===== src/rtl/tinymips_pkg.sv =====
// Shared TinyMIPS constants: instruction lane indices, field positions and one-hot
// irwrite strobes, used by the instruction-register stage.
package tinymips_pkg;

   localparam int LANE0 = 0;
   localparam int LANE1 = 1;
   localparam int LANE2 = 2;
   localparam int LANE3 = 3;
   localparam int NUM_LANES = 4;

   localparam int OP_MSB  = 31;
   localparam int OP_LSB  = 26;
   localparam int RS_MSB  = 25;
   localparam int RS_LSB  = 21;
   localparam int RT_MSB  = 20;
   localparam int RT_LSB  = 16;
   localparam int RD_MSB  = 15;
   localparam int RD_LSB  = 11;
   localparam int IMM_MSB = 15;
   localparam int IMM_LSB = 0;

   localparam logic [3:0] IRW_LANE0 = 4'b0001;
   localparam logic [3:0] IRW_LANE1 = 4'b0010;
   localparam logic [3:0] IRW_LANE2 = 4'b0100;
   localparam logic [3:0] IRW_LANE3 = 4'b1000;

   localparam logic [31:0] NOP_INSTR = 32'h0000_0000;

   // True when more than one strobe bit is set.
   function automatic logic is_multi_hot(input logic [3:0] mask);
      return (mask & (mask - 4'd1)) != 4'd0;
   endfunction

endpackage


===== src/rtl/ir_strobe_delay.sv =====
// MEM_LAT-deep pipe of 4-bit irwrite masks that lines strobes up with memdata.
// MEM_LAT=0 is a pure wire; clr discards every pending strobe.
module ir_strobe_delay #(
   parameter int MEM_LAT = 0
) (
   input  logic       clk,
   input  logic       rst_n,
   input  logic       clr,
   input  logic [3:0] strobe,
   output logic [3:0] strobe_d
);

   generate
      if (MEM_LAT == 0) begin : g_bypass
         logic unused_ctrl;
         assign unused_ctrl = ^{clk, rst_n, clr};
         assign strobe_d    = strobe;
      end else begin : g_pipe
         logic [3:0] pipe [MEM_LAT];

         // NOTE: the pipe holds control strobes, so every stage is reset; data-only
         // storage would normally be left unreset.
         always_ff @(posedge clk or negedge rst_n) begin
            if (!rst_n) begin
               for (int k = 0; k < MEM_LAT; k++) pipe[k] <= 4'b0000;
            end else if (clr) begin
               for (int k = 0; k < MEM_LAT; k++) pipe[k] <= 4'b0000;
            end else begin
               // NOTE: non-blocking assignments make every stage sample the old value
               // of its predecessor, giving a true shift rather than a fall-through.
               pipe[0] <= strobe;
               for (int k = 1; k < MEM_LAT; k++) pipe[k] <= pipe[k-1];
            end
         end

         assign strobe_d = pipe[MEM_LAT-1];
      end
   endgenerate

endmodule


===== src/rtl/instr_capture_reg.sv =====
// Instruction register: assembles a 32-bit instruction from four latency-aligned
// byte reads. Optional protocol checking is enabled with IR_PROTOCOL_CHECK_EN.
module instr_capture_reg
   import tinymips_pkg::*;
#(
   parameter int          MEM_LAT     = 0,
   parameter logic [31:0] RESET_INSTR = NOP_INSTR
) (
   input  logic        clk,
   input  logic        rst_n,
   input  logic [3:0]  irwrite,
   input  logic [7:0]  memdata,
   input  logic        flush,
   output logic [31:0] instr,
   output logic [5:0]  op,
   output logic [4:0]  rs,
   output logic [4:0]  rt,
   output logic [4:0]  rd,
   output logic [15:0] imm,
   output logic        instr_valid,
   output logic        err
);

   logic [3:0] wr_d;
   logic [3:0] lane_we;
   logic [3:0] loaded;
   logic [3:0] loaded_next;

   ir_strobe_delay #(.MEM_LAT(MEM_LAT)) u_delay (
      .clk      (clk),
      .rst_n    (rst_n),
      .clr      (flush),
      .strobe   (irwrite),
      .strobe_d (wr_d)
   );

`ifdef IR_PROTOCOL_CHECK_EN
   logic proto_err;

   // NOTE: every always_comb output gets a default first so no path leaves it
   // unassigned, which is what would otherwise infer a latch.
   always_comb begin
      lane_we   = wr_d;
      proto_err = 1'b0;
      if (is_multi_hot(wr_d)) begin
         lane_we   = 4'b0000;
         proto_err = 1'b1;
      end else begin
         for (int i = 1; i < NUM_LANES; i++)
            if (wr_d[i] && !loaded[i-1]) proto_err = 1'b1;
      end
   end

   always_ff @(posedge clk or negedge rst_n) begin
      if (!rst_n)                  err <= 1'b0;
      else if (proto_err && !flush) err <= 1'b1;
   end
`else
   assign lane_we = wr_d;
   assign err     = 1'b0;
`endif

   // A lane-0 load starts a new instruction; other lanes accumulate.
   assign loaded_next = lane_we[LANE0] ? IRW_LANE0 : (loaded | lane_we);

   always_ff @(posedge clk or negedge rst_n) begin
      if (!rst_n) begin
         instr       <= RESET_INSTR;
         loaded      <= 4'b0000;
         instr_valid <= 1'b0;
      end else if (flush) begin
         instr       <= RESET_INSTR;
         loaded      <= 4'b0000;
         instr_valid <= 1'b0;
      end else begin
         for (int i = 0; i < NUM_LANES; i++)
            if (lane_we[i]) instr[8*i +: 8] <= memdata;
         loaded      <= loaded_next;
         instr_valid <= (loaded_next == 4'b1111);
      end
   end

   // Opcode bypass lets DECODE see the top byte in the cycle it arrives.
   assign op  = lane_we[LANE3] ? memdata[7:2] : instr[OP_MSB:OP_LSB];
   assign rs  = instr[RS_MSB:RS_LSB];
   assign rt  = instr[RT_MSB:RT_LSB];
   assign rd  = instr[RD_MSB:RD_LSB];
   assign imm = instr[IMM_MSB:IMM_LSB];

endmodule


===== config.mk =====
export PLATFORM = sky130hd
export DESIGN_NAME = instr_capture_reg
export DESIGN_NICKNAME = d
export VERILOG_FILES = /design/src/rtl/tinymips_pkg.sv /design/src/rtl/ir_strobe_delay.sv /design/src/rtl/instr_capture_reg.sv
export SDC_FILE = /design/constraint.sdc
export NUM_CORES = 1
export LEC_CHECK = 0
export ABC_AREA = 1
export CORE_MARGIN = 4
export CORE_UTILIZATION = 40
export DETAILED_ROUTE_END_ITERATION = 8
export GPL_TIMING_DRIVEN = 0
export PLACE_DENSITY_LB_ADDON = 0.3
export SLEW_MARGIN = 20
export SYNTH_ARGS = -nofsm -noshare
export SYNTH_HDL_FRONTEND = slang
export SYNTH_HIERARCHICAL = 1
export SYNTH_SLANG_ARGS = --single-unit

===== constraint.sdc =====
create_clock -name clk -period 1.18 [get_ports clk]
set_input_delay 0.236 -clock clk [delete_from_list [all_inputs] [get_ports clk]]
set_output_delay 0.236 -clock clk [all_outputs]
set_load 0.01 [all_outputs]

Word level (Yosys, flattened, before mapping)
Index checks and enable logic that the tools add are counted.
- output and inout port bits: 71
- register bits: 37
- input bits: 15
- word-level logic and storage cells: 21
- bitwise logic cells: 1
- equal/unequal tests: 1
- mux-type cells: 9
- reductions and logical operators: 4
- operators with widths (kind ; count):
    $mux 32 ; 1
    $mux 8 ; 4
    $mux 4 ; 2
    $reduce_bool 2->1 ; 4
    $mux 6 ; 1
    $eq 4x4->1 const B ; 1
    $or 4x4->4 ; 1
    $mux 1 ; 1

Depth between registers and ports, before layout
Gate-level depths: netlist of run 1.
- word-level depth: 4
- mapped depth: 6
- depth with buffers taken out: 4

By module
Netlist of run 1, hierarchy kept.
- by module, submodules not included (module ; area each (sq um) ; sequential area each (sq um) ; cells each ; times used):
    instr_capture_reg ; 1751.7 ; 925.9 ; 178 ; 1
    ir_strobe_delay ; 30.0 ; 0.0 ; 4 ; 1

Worst setup path after synthesis of run 1
No wires, ideal clock.
- path type: input to output
- from: in irwrite[3]
- to: out op[0]
- path slack: 147 ps
- arrival: 797 ps
- buffers on the path: 2
- cell stages on the path: 5
- cells stage by stage: buf_4 > buf_2 > inv_2 > nand2_1 > nand2_1
- cells in the longest elaborated chain, start to end: 1
- ends and longest elaborated chain (item ; line ; source):
    start: declaration ; instr_capture_reg.sv:11 ; input logic [3:0] irwrite,
    $mux 6 ; instr_capture_reg.sv:84 ; assign op = lane_we[LANE3] ? memdata[7:2] : instr[OP_MSB:OP_LSB];
    end: declaration ; instr_capture_reg.sv:15 ; output logic [5:0] op,
Every way passes these cells.

Final worst setup path of run 1
- from: reg instr[11]
- to: out rd[0]
- RTL lines (item ; line ; source):
    start: declaration ; instr_capture_reg.sv:14 ; output logic [31:0] instr,
    start signal: indexed assignment ; instr_capture_reg.sv:77 ; if (lane_we[i]) instr[8*i +: 8] <= memdata;
    end: declaration ; instr_capture_reg.sv:18 ; output logic [4:0] rd,
No word-level cell between the ends.

==> results of run 1 <==
per-stage QoR:
stage,instances,setup TNS [ns]
2_1_floorplan,182,0
3_3_place_gp,314,-46.81
3_5_place_dp,315,-10.83
4_1_cts,333,-0.119
5_1_grt,326,-0.720
6_report,326,-0.0197
state kept, by name (all words and copies together) (netlist names):
name,flops
instr,32
loaded,4
instr_valid,1
cell usage after synthesis (2+ instances only):
master / n
sky130_fd_sc_hd__buf_4: 36
sky130_fd_sc_hd__inv_1: 7
sky130_fd_sc_hd__nand2_1: 46
sky130_fd_sc_hd__nand2_4: 8
sky130_fd_sc_hd__dfrtp_1: 37
sky130_fd_sc_hd__o21ai_2: 10
sky130_fd_sc_hd__o21ai_1: 16
sky130_fd_sc_hd__nor2_4: 2
sky130_fd_sc_hd__a21oi_1: 8
sky130_fd_sc_hd__nor2_1: 4
final cells by class:
cell class / instances / area [sq um]
fill: 385 / 1590
sequential: 37 / 926
timing repair buffer: 101 / 838
multi-input combinational: 98 / 531
buffer: 21 / 211
clock buffer: 7 / 86.3
tap: 52 / 65.1
inverter: 9 / 43.8
clock inverter: 1 / 30.0
placed cells by master (no fill, tap or decap), drive strengths merged:
| master | instances |
|---|---|
| dlygate4sd3 | 1 |
| dfrtp | 37 |
| clkdlybuf4s50 | 3 |
| nand2 | 54 |
| nand3 | 1 |
| o21ai | 27 |
| nor2 | 7 |
| conb | 1 |
| buf | 98 |
| dlygate4sd2 | 6 |
| clkbuf | 18 |
| inv | 9 |
| clkdlybuf4s15 | 3 |
| bufinv | 1 |
| a21oi | 8 |
final timing paths:
kind / from / end / depth (start not counted)
max in group asynchronous: rst_n / instr[25] / 3
worst max-delay path: instr[11] / rd[0] / 2
min in group asynchronous: rst_n / instr[13] / 2
worst max register to register: instr[13] / instr[13] / 4
worst min register to register: loaded[0] / loaded[0] / 2
worst min-delay path: irwrite[0] / loaded[0] / 3
cells by family (layout without fill, tap and decap cells):
logic type,Yosys count,after routing,share of synthesized area
other,1,1,0.00210
buffers and inverters,47,139,0.184
and+or+nand+nor,62,62,0.175
DFF,37,37,0.520
AOI/OAI and AO/OA,35,35,0.119
report_power, final:
part	total, mW	switching [mW]	internal, mW
combinational	0.665	0.315	0.350
clock	1.12	0.432	0.689
sequential	1.39	0.0588	1.34
total	3.18	0.805	2.37
critical path: stages (launching register included):
cell and delay [ns]:
sky130_fd_sc_hd__dfrtp_1 0.43, sky130_fd_sc_hd__buf_6 0.13, sky130_fd_sc_hd__buf_6 0.11
metal layers:
| layer | vias to the layer above | global-route usage | wire (um) |
|---|---|---|---|
| met3 | 7 | 0.0507 | 372 |
| met5 | - | 0 | 0 |
| met2 | 50 | 0.292 | 2280 |
| li1 | 724 | - | - |
| met4 | 0 | 0.0889 | 96 |
| met1 | 682 | 0.178 | 1630 |
timing repair:
| item | in CTS | in global routing |
|---|---|---|
| hold endpoints to repair | 17 | 0 |
| gates resized for setup | 308 | 24 |
| buffers inserted | 12 | 7 |
| gates cloned | 0 | 0 |
| pin swaps | 1 | 3 |
| setup endpoints to repair | 70 | 52 |
| hold buffers | 1 | 0 |
==> metrics.txt, run 1 <==
# TYPE chip_impl_metric gauge
chip_impl_metric{name="final_max_slew_viol_count",unit=""} 0
chip_impl_metric{name="post_synth_edffs",unit=""} 0
chip_impl_metric{name="required_time_reported_for_the_critical_path_endpoint",unit="ns"} 0.94
chip_impl_metric{name="netlist_area_before_placement",unit="sq mm"} 0.00178
chip_impl_metric{name="finish.net_count",unit=""} 288
chip_impl_metric{name="ys_warn_count",unit=""} 6
chip_impl_metric{name="syn_area_per_cell",unit="sq um"} 9.79
chip_impl_metric{name="die_area",unit="sq mm"} 0.00559
chip_impl_info{name="timing.critical_path.to_type",value="output pin"} 1
chip_impl_metric{name="vdd_drop_max",unit="mV"} 0.753
chip_impl_metric{name="drt_pass1_iterations",unit=""} 3
chip_impl_info{name="clock_root_buffer",value="sky130_fd_sc_hd__clkbuf_8"} 1
chip_impl_metric{name="asyncSetResetFlopFracSynth",unit=""} 1.00
chip_impl_metric{name="cts_num_sinks",unit=""} 37
chip_impl_metric{name="layout_min_cycle_time",unit="ns"} 1.19
chip_impl_info{name="status",value="finished with violations"} 1
chip_impl_info{name="dominantRegCellSynth",value="sky130_fd_sc_hd__dfrtp_1"} 1
chip_impl_metric{name="report.power.total",unit="mW"} 3.18
chip_impl_metric{name="final_ant_viol_nets",unit=""} 0
chip_impl_metric{name="finalCritPeriodShare",unit=""} 1.01
chip_impl_metric{name="fin_skew",unit="ns"} 0.000845
chip_impl_metric{name="placement.io_buffers",unit=""} 80
chip_impl_metric{name="cp_max_fo",unit=""} 4
chip_impl_metric{name="total_leakage_power",unit="nW"} 1.48
chip_impl_metric{name="floorplan.rows",unit=""} 24
chip_impl_info{name="tightest_hold_check_type",value="in2reg"} 1
chip_impl_metric{name="h-tree-depth",unit=""} 2
chip_impl_metric{name="via_per_inst",unit=""} 4.49
chip_impl_info{name="synth_largest_area_cell",value="sky130_fd_sc_hd__dfrtp_1"} 1
chip_impl_metric{name="inserted_clock_buffers",unit=""} 5
chip_impl_metric{name="grt_remaining_overflow",unit=""} 0
chip_impl_metric{name="synth_cell_type_count",unit=""} 18
chip_impl_info{name="category_of_the_most_critical_setup_path",value="reg2out"} 1
chip_impl_metric{name="grt_antenna_before_repair",unit=""} 0
chip_impl_metric{name="grt_start_max_net_pins",unit=""} 21
chip_impl_metric{name="clock_insertion_delay_worst_skew",unit="ns"} 0.29
chip_impl_metric{name="mappedNetlistNets",unit=""} 197
chip_impl_metric{name="fin_worst_setup_slack",unit="ns"} -0.0102
chip_impl_metric{name="routed_wirelength",unit="um"} 4380
chip_impl_info{name="ys_top_cells_by_area",value="sky130_fd_sc_hd__dfrtp_1, sky130_fd_sc_hd__buf_4, sky130_fd_sc_hd__nand2_1"} 1
chip_impl_metric{name="detail_route.drc_violations",unit=""} 0
chip_impl_metric{name="clock.fmax",unit="MHz"} 840
chip_impl_metric{name="pin_count",unit=""} 86
chip_impl_metric{name="detail_route.wl_per_cell",unit="um"} 13.4
chip_impl_metric{name="max-cap-violations",unit=""} 0
chip_impl_metric{name="floorplan.initialDensity",unit=""} 0.412
chip_impl_metric{name="grt_first_pass_wirelength",unit="um"} 6780
chip_impl_info{name="failed_checks",value="setup timing"} 1
chip_impl_metric{name="n_antenna_cell",unit=""} 0
chip_impl_metric{name="pre_cts_ws",unit="ns"} -0.537
chip_impl_metric{name="cell_count_after_synthesis",unit=""} 182
chip_impl_metric{name="reg2reg_setup_slack",unit="ns"} 0.28
chip_impl_metric{name="dpl.hpwl",unit="um"} 3280
chip_impl_metric{name="hold_viol",unit=""} 0
chip_impl_metric{name="final_non_filler_cell_area",unit="sq mm"} 0.00273
chip_impl_metric{name="floorplan.die.width",unit="um"} 74.7
chip_impl_metric{name="finalCoreUtilization",unit=""} 0.632
chip_impl_metric{name="ys_seq_elements",unit=""} 37
chip_impl_metric{name="grt_pass1_vias",unit=""} 1461
chip_impl_metric{name="area_delta_synth_final",unit="%"} 53.3
chip_impl_metric{name="seq_area_frac_synth",unit=""} 0.520
chip_impl_info{name="clock_tree_from_tritoncts",value="yes"} 1
chip_impl_metric{name="power.density",unit="mW/mm^2"} 1160
chip_impl_info{name="startpoint_type",value="flip-flop"} 1
chip_impl_metric{name="die_height",unit="um"} 74.7
chip_impl_metric{name="placed_cell_area",unit="sq mm"} 0.00267
chip_impl_info{name="grt_setup_unrepaired",value="yes"} 1
chip_impl_metric{name="cts.clk_slew.worst_paths",unit="ns"} 0.07
chip_impl_metric{name="cp_data_arrival_time",unit="ns"} 0.95
chip_impl_metric{name="core_area",unit="sq mm"} 0.00432
chip_impl_metric{name="number_of_drc_markers_in_iteration_0",unit=""} 70
chip_impl_metric{name="holdWs",unit="ns"} 0.215
chip_impl_metric{name="clockBufferDepth",unit=""} 2
chip_impl_metric{name="drive_above_1_share",unit=""} 0.511
chip_impl_metric{name="netlist.area_leader.share",unit=""} 0.520
chip_impl_metric{name="track_usage",unit=""} 0.166
chip_impl_metric{name="gp_congestion",unit=""} 0.748
chip_impl_metric{name="route.vias.total",unit=""} 1463
chip_impl_metric{name="number_of_endpoints_failing_setup_at_the_final_stage",unit=""} 2
Power figures use the tool's default switching activity.
==> inputs of run 2 (changes only) <==
SLEW_MARGIN = not set   (was 20)
==> run 2 against run 1 <==
Compared with the run above: non-clock buffer count shrank 3; count of clock-buffer cells in the layout is the same; critical path type unchanged; sequential share of layout area grew 0.44 points; clock power is essentially flat; critical endpoint is now op[1]; first-iteration DRC count grew 10%; largest cell class unchanged; the run now ends clean.
==> metrics.txt, run 2 (synthesized netlist as in run 1, its figures left out) <==
# TYPE chip_impl_metric gauge
chip_impl_info{name="status",value="finished clean"} 1
chip_impl_metric{name="max-cap-violations",unit=""} 0
chip_impl_info{name="crit_family",value="flip-flops"} 1
chip_impl_metric{name="finalSetupTns",unit="ns"} 0
chip_impl_info{name="tightest_hold_check_type",value="in2async"} 1
chip_impl_info{name="layout_common_cells",value="sky130_fd_sc_hd__buf_6, sky130_fd_sc_hd__nand2_1, sky130_fd_sc_hd__dfrtp_1, sky130_fd_sc_hd__buf_2, sky130_fd_sc_hd__buf_4"} 1
chip_impl_metric{name="total_leakage_power",unit="nW"} 1.46
chip_impl_metric{name="routed_wirelength",unit="um"} 4330
chip_impl_metric{name="detail_route.wl_per_cell",unit="um"} 13.4
chip_impl_metric{name="cts.clk_slew.worst_paths",unit="ns"} 0.07
chip_impl_info{name="grt-busiest-layer",value="met2"} 1
chip_impl_info{name="cell_mode_on_critical_path",value="sky130_fd_sc_hd__nand2_1"} 1
chip_impl_info{name="layout.cells.most_common",value="sky130_fd_sc_hd__buf_6"} 1
chip_impl_info{name="grt_setup_unrepaired",value="yes"} 1
chip_impl_metric{name="worst-r2r-cell-count",unit=""} 4
chip_impl_metric{name="layout_min_cycle_time",unit="ns"} 1.18
chip_impl_metric{name="die_height",unit="um"} 74.7
chip_impl_metric{name="dpl.hpwl",unit="um"} 3190
chip_impl_info{name="cell_at_the_slowest_stage_of_the_critical_path",value="sky130_fd_sc_hd__dfrtp_1"} 1
chip_impl_metric{name="cts_num_sinks",unit=""} 37
chip_impl_metric{name="largest_register_ff_count",unit=""} 32
chip_impl_info{name="critical_path.endpoint",value="op[1]"} 1
chip_impl_info{name="biggestRegsByFlops",value="instr x32, loaded x4, instr_valid x1"} 1
chip_impl_metric{name="core_area",unit="sq mm"} 0.00432
chip_impl_metric{name="clock_insertion_delay_worst_skew",unit="ns"} 0.29
chip_impl_metric{name="grt_start_max_net_pins",unit=""} 38
chip_impl_info{name="crit-reg2reg-launch",value="instr[11]"} 1
chip_impl_metric{name="via_per_inst",unit=""} 4.55
chip_impl_info{name="startpoint_type",value="flip-flop"} 1
chip_impl_metric{name="grt_first_pass_wirelength",unit="um"} 6720
chip_impl_metric{name="detail_route.drc_violations",unit=""} 0
chip_impl_metric{name="clockBufferDepth",unit=""} 2
chip_impl_metric{name="power.density",unit="mW/mm^2"} 1180
chip_impl_info{name="clock_root_buffer",value="sky130_fd_sc_hd__clkbuf_8"} 1
chip_impl_info{name="timing.critical_path.to_type",value="output pin"} 1
chip_impl_metric{name="vdd_drop_max",unit="mV"} 0.889
chip_impl_metric{name="clkPwrFrac",unit=""} 0.355
chip_impl_metric{name="grt_util_met1",unit=""} 0.179
chip_impl_metric{name="grt_antenna_before_repair",unit=""} 0
chip_impl_metric{name="power.combinational.fraction",unit=""} 0.206
chip_impl_metric{name="power.net_switching",unit="mW"} 0.812
chip_impl_metric{name="floorplan.die.width",unit="um"} 74.7
chip_impl_metric{name="inserted_clock_buffers",unit=""} 5
chip_impl_metric{name="pin_count",unit=""} 86
chip_impl_metric{name="clock.fmax",unit="MHz"} 848
chip_impl_metric{name="die_area",unit="sq mm"} 0.00559
chip_impl_metric{name="drive_above_1_share",unit=""} 0.509
chip_impl_info{name="category_of_the_most_critical_setup_path",value="reg2out"} 1
chip_impl_metric{name="gp_congestion",unit=""} 0.748
chip_impl_metric{name="drt_pass1_iterations",unit=""} 4
chip_impl_metric{name="number_of_drc_markers_in_iteration_0",unit=""} 77
chip_impl_metric{name="track_usage",unit=""} 0.165
chip_impl_metric{name="floorplan.initialDensity",unit=""} 0.412
chip_impl_metric{name="final_max_slew_viol_count",unit=""} 0
chip_impl_metric{name="grt_remaining_overflow",unit=""} 0
chip_impl_metric{name="placement.io_buffers",unit=""} 80
chip_impl_metric{name="hold_viol",unit=""} 0
chip_impl_metric{name="final_ant_viol_nets",unit=""} 0
chip_impl_metric{name="crit_path_max_incr_delay",unit="ns"} 0.39
chip_impl_info{name="clock_tree_from_tritoncts",value="yes"} 1
chip_impl_metric{name="n_antenna_cell",unit=""} 0
chip_impl_metric{name="fin_skew",unit="ns"} 0.00293
chip_impl_metric{name="grt_pass1_vias",unit=""} 1435
chip_impl_metric{name="required_time_reported_for_the_critical_path_endpoint",unit="ns"} 0.94
chip_impl_metric{name="finish.net_count",unit=""} 285
chip_impl_metric{name="cp_max_fo",unit=""} 2
chip_impl_metric{name="number_of_endpoints_failing_setup_at_the_final_stage",unit=""} 0
chip_impl_metric{name="seq_power_share",unit=""} 0.439
chip_impl_metric{name="internal_power",unit="mW"} 2.36
chip_impl_info{name="registers.top_by_ff_count",value="instr"} 1
chip_impl_info{name="r2r_end",value="instr[11]"} 1
chip_impl_metric{name="cp_data_arrival_time",unit="ns"} 0.94
chip_impl_metric{name="global_route.usage.met2",unit=""} 0.296
chip_impl_metric{name="max_slew.worst_pin.slew",unit="ns"} 0.810
chip_impl_metric{name="reg2reg_setup_slack",unit="ns"} 0.28
chip_impl_metric{name="area_delta_synth_final",unit="%"} 51.3
chip_impl_metric{name="switching_share",unit=""} 0.256
chip_impl_metric{name="globalRouteMet3Util",unit=""} 0.0641
chip_impl_metric{name="worst-path-stages",unit=""} 3
chip_impl_metric{name="floorplan.rows",unit=""} 24
chip_impl_metric{name="finalCritPeriodShare",unit=""} 1.00
chip_impl_metric{name="h-tree-depth",unit=""} 2
chip_impl_metric{name="route.vias.total",unit=""} 1469
chip_impl_metric{name="relSlewSlack",unit=""} 0.460
chip_impl_info{name="crit_path_start",value="instr[27]"} 1
chip_impl_metric{name="fillerInstances",unit=""} 383
chip_impl_metric{name="critical_path.n_buffers_inverters",unit=""} 1
chip_impl_info{name="timing.critical_path.cells",value="nand2_1 -> nand2_1 -> buf_2"} 1
chip_impl_metric{name="report.power.total",unit="mW"} 3.18
==> run 2: changes by cell type in the layout (fill, tap and decap cells not counted), sizes merged <==
cell / previous run / this run
buf: 98 / 94
clkbuf: 18 / 20
dlygate4sd3: 1 / 0
==> run 2: how the worst min path moves through the flow <==
stage / from / to
floorplan: rst_n / instr[0]
global placement: loaded[2] / loaded[2]
detailed placement: rst_n / instr[11]
CTS: rst_n / instr[23]
global route: rst_n / instr[18]
finish: rst_n / instr[11]
==> run 2: routing by layer <==
layer  part of all wire  routed length, um  vias to the layer above
li1                   -                  -                      724
met5                  0                  0                        -
met4              0.016                 69                        0
met3              0.084                362                        5
met1               0.39               1710                      687
met2               0.51               2190                       53
==> run 2: what timing repair did <==
action | in CTS | in global routing
hold endpoints to repair | 0 | 0
setup endpoints to repair | 70 | 54
gates resized for setup | 304 | 27
pin swaps | 2 | 4
setup buffers | 12 | 6
hold buffers | 0 | 0
==> run 2: per-stage QoR <==
stage | hold slack (ns) | util | cells | area, sq um | worst slack, ns
finish | 0.0347 | 0.624 | 323 | 2700 | 0.0000664
global route | 0.103 | 0.624 | 323 | 2700 | -0.0565
CTS | 0.0595 | 0.654 | 330 | 2830 | -0.0105
detailed placement | 0.374 | 0.611 | 314 | 2640 | -0.534
global placement | 0.477 | 0.612 | 314 | 2650 | -0.983
floorplan | -0.0596 | - | 182 | 1780 | 0.147
==> run 2: worst reg2reg max path, delay by kind of cell, from the launching register on <==
kind | cells | cell delay, ns
flip-flops | 1 | 0.41
AND/OR/NAND/NOR | 1 | 0.07
buffers and inverters | 2 | 0.25
AO/OA/AOI/OAI | 1 | 0.05
==> run 2: power groups by stage <==
| stage | sequential (mW) | clock (mW) | combinational [mW] |
|---|---|---|---|
| after floorplan | 1.43 | 0 | 0.287 |
| after global routing | 1.41 | 1.21 | 0.706 |
| after CTS | 1.39 | 1.14 | 0.702 |
| final | 1.39 | 1.13 | 0.654 |
| after detailed placement | 1.41 | 0 | 0.696 |
| after global placement | 1.41 | 0 | 0.689 |
==> run 2: area by class of cell <==
type | instances | area (sq um) | area share
clock buffer | 7 | 86.3 | 0.0320
multi-input combinational | 98 | 531 | 0.197
tap | 52 | 65.1 | 0.0241
inverter | 9 | 43.8 | 0.0162
clock inverter | 1 | 30.0 | 0.0111
timing repair buffer | 98 | 797 | 0.296
buffer | 21 | 218 | 0.0807
sequential | 37 | 926 | 0.343
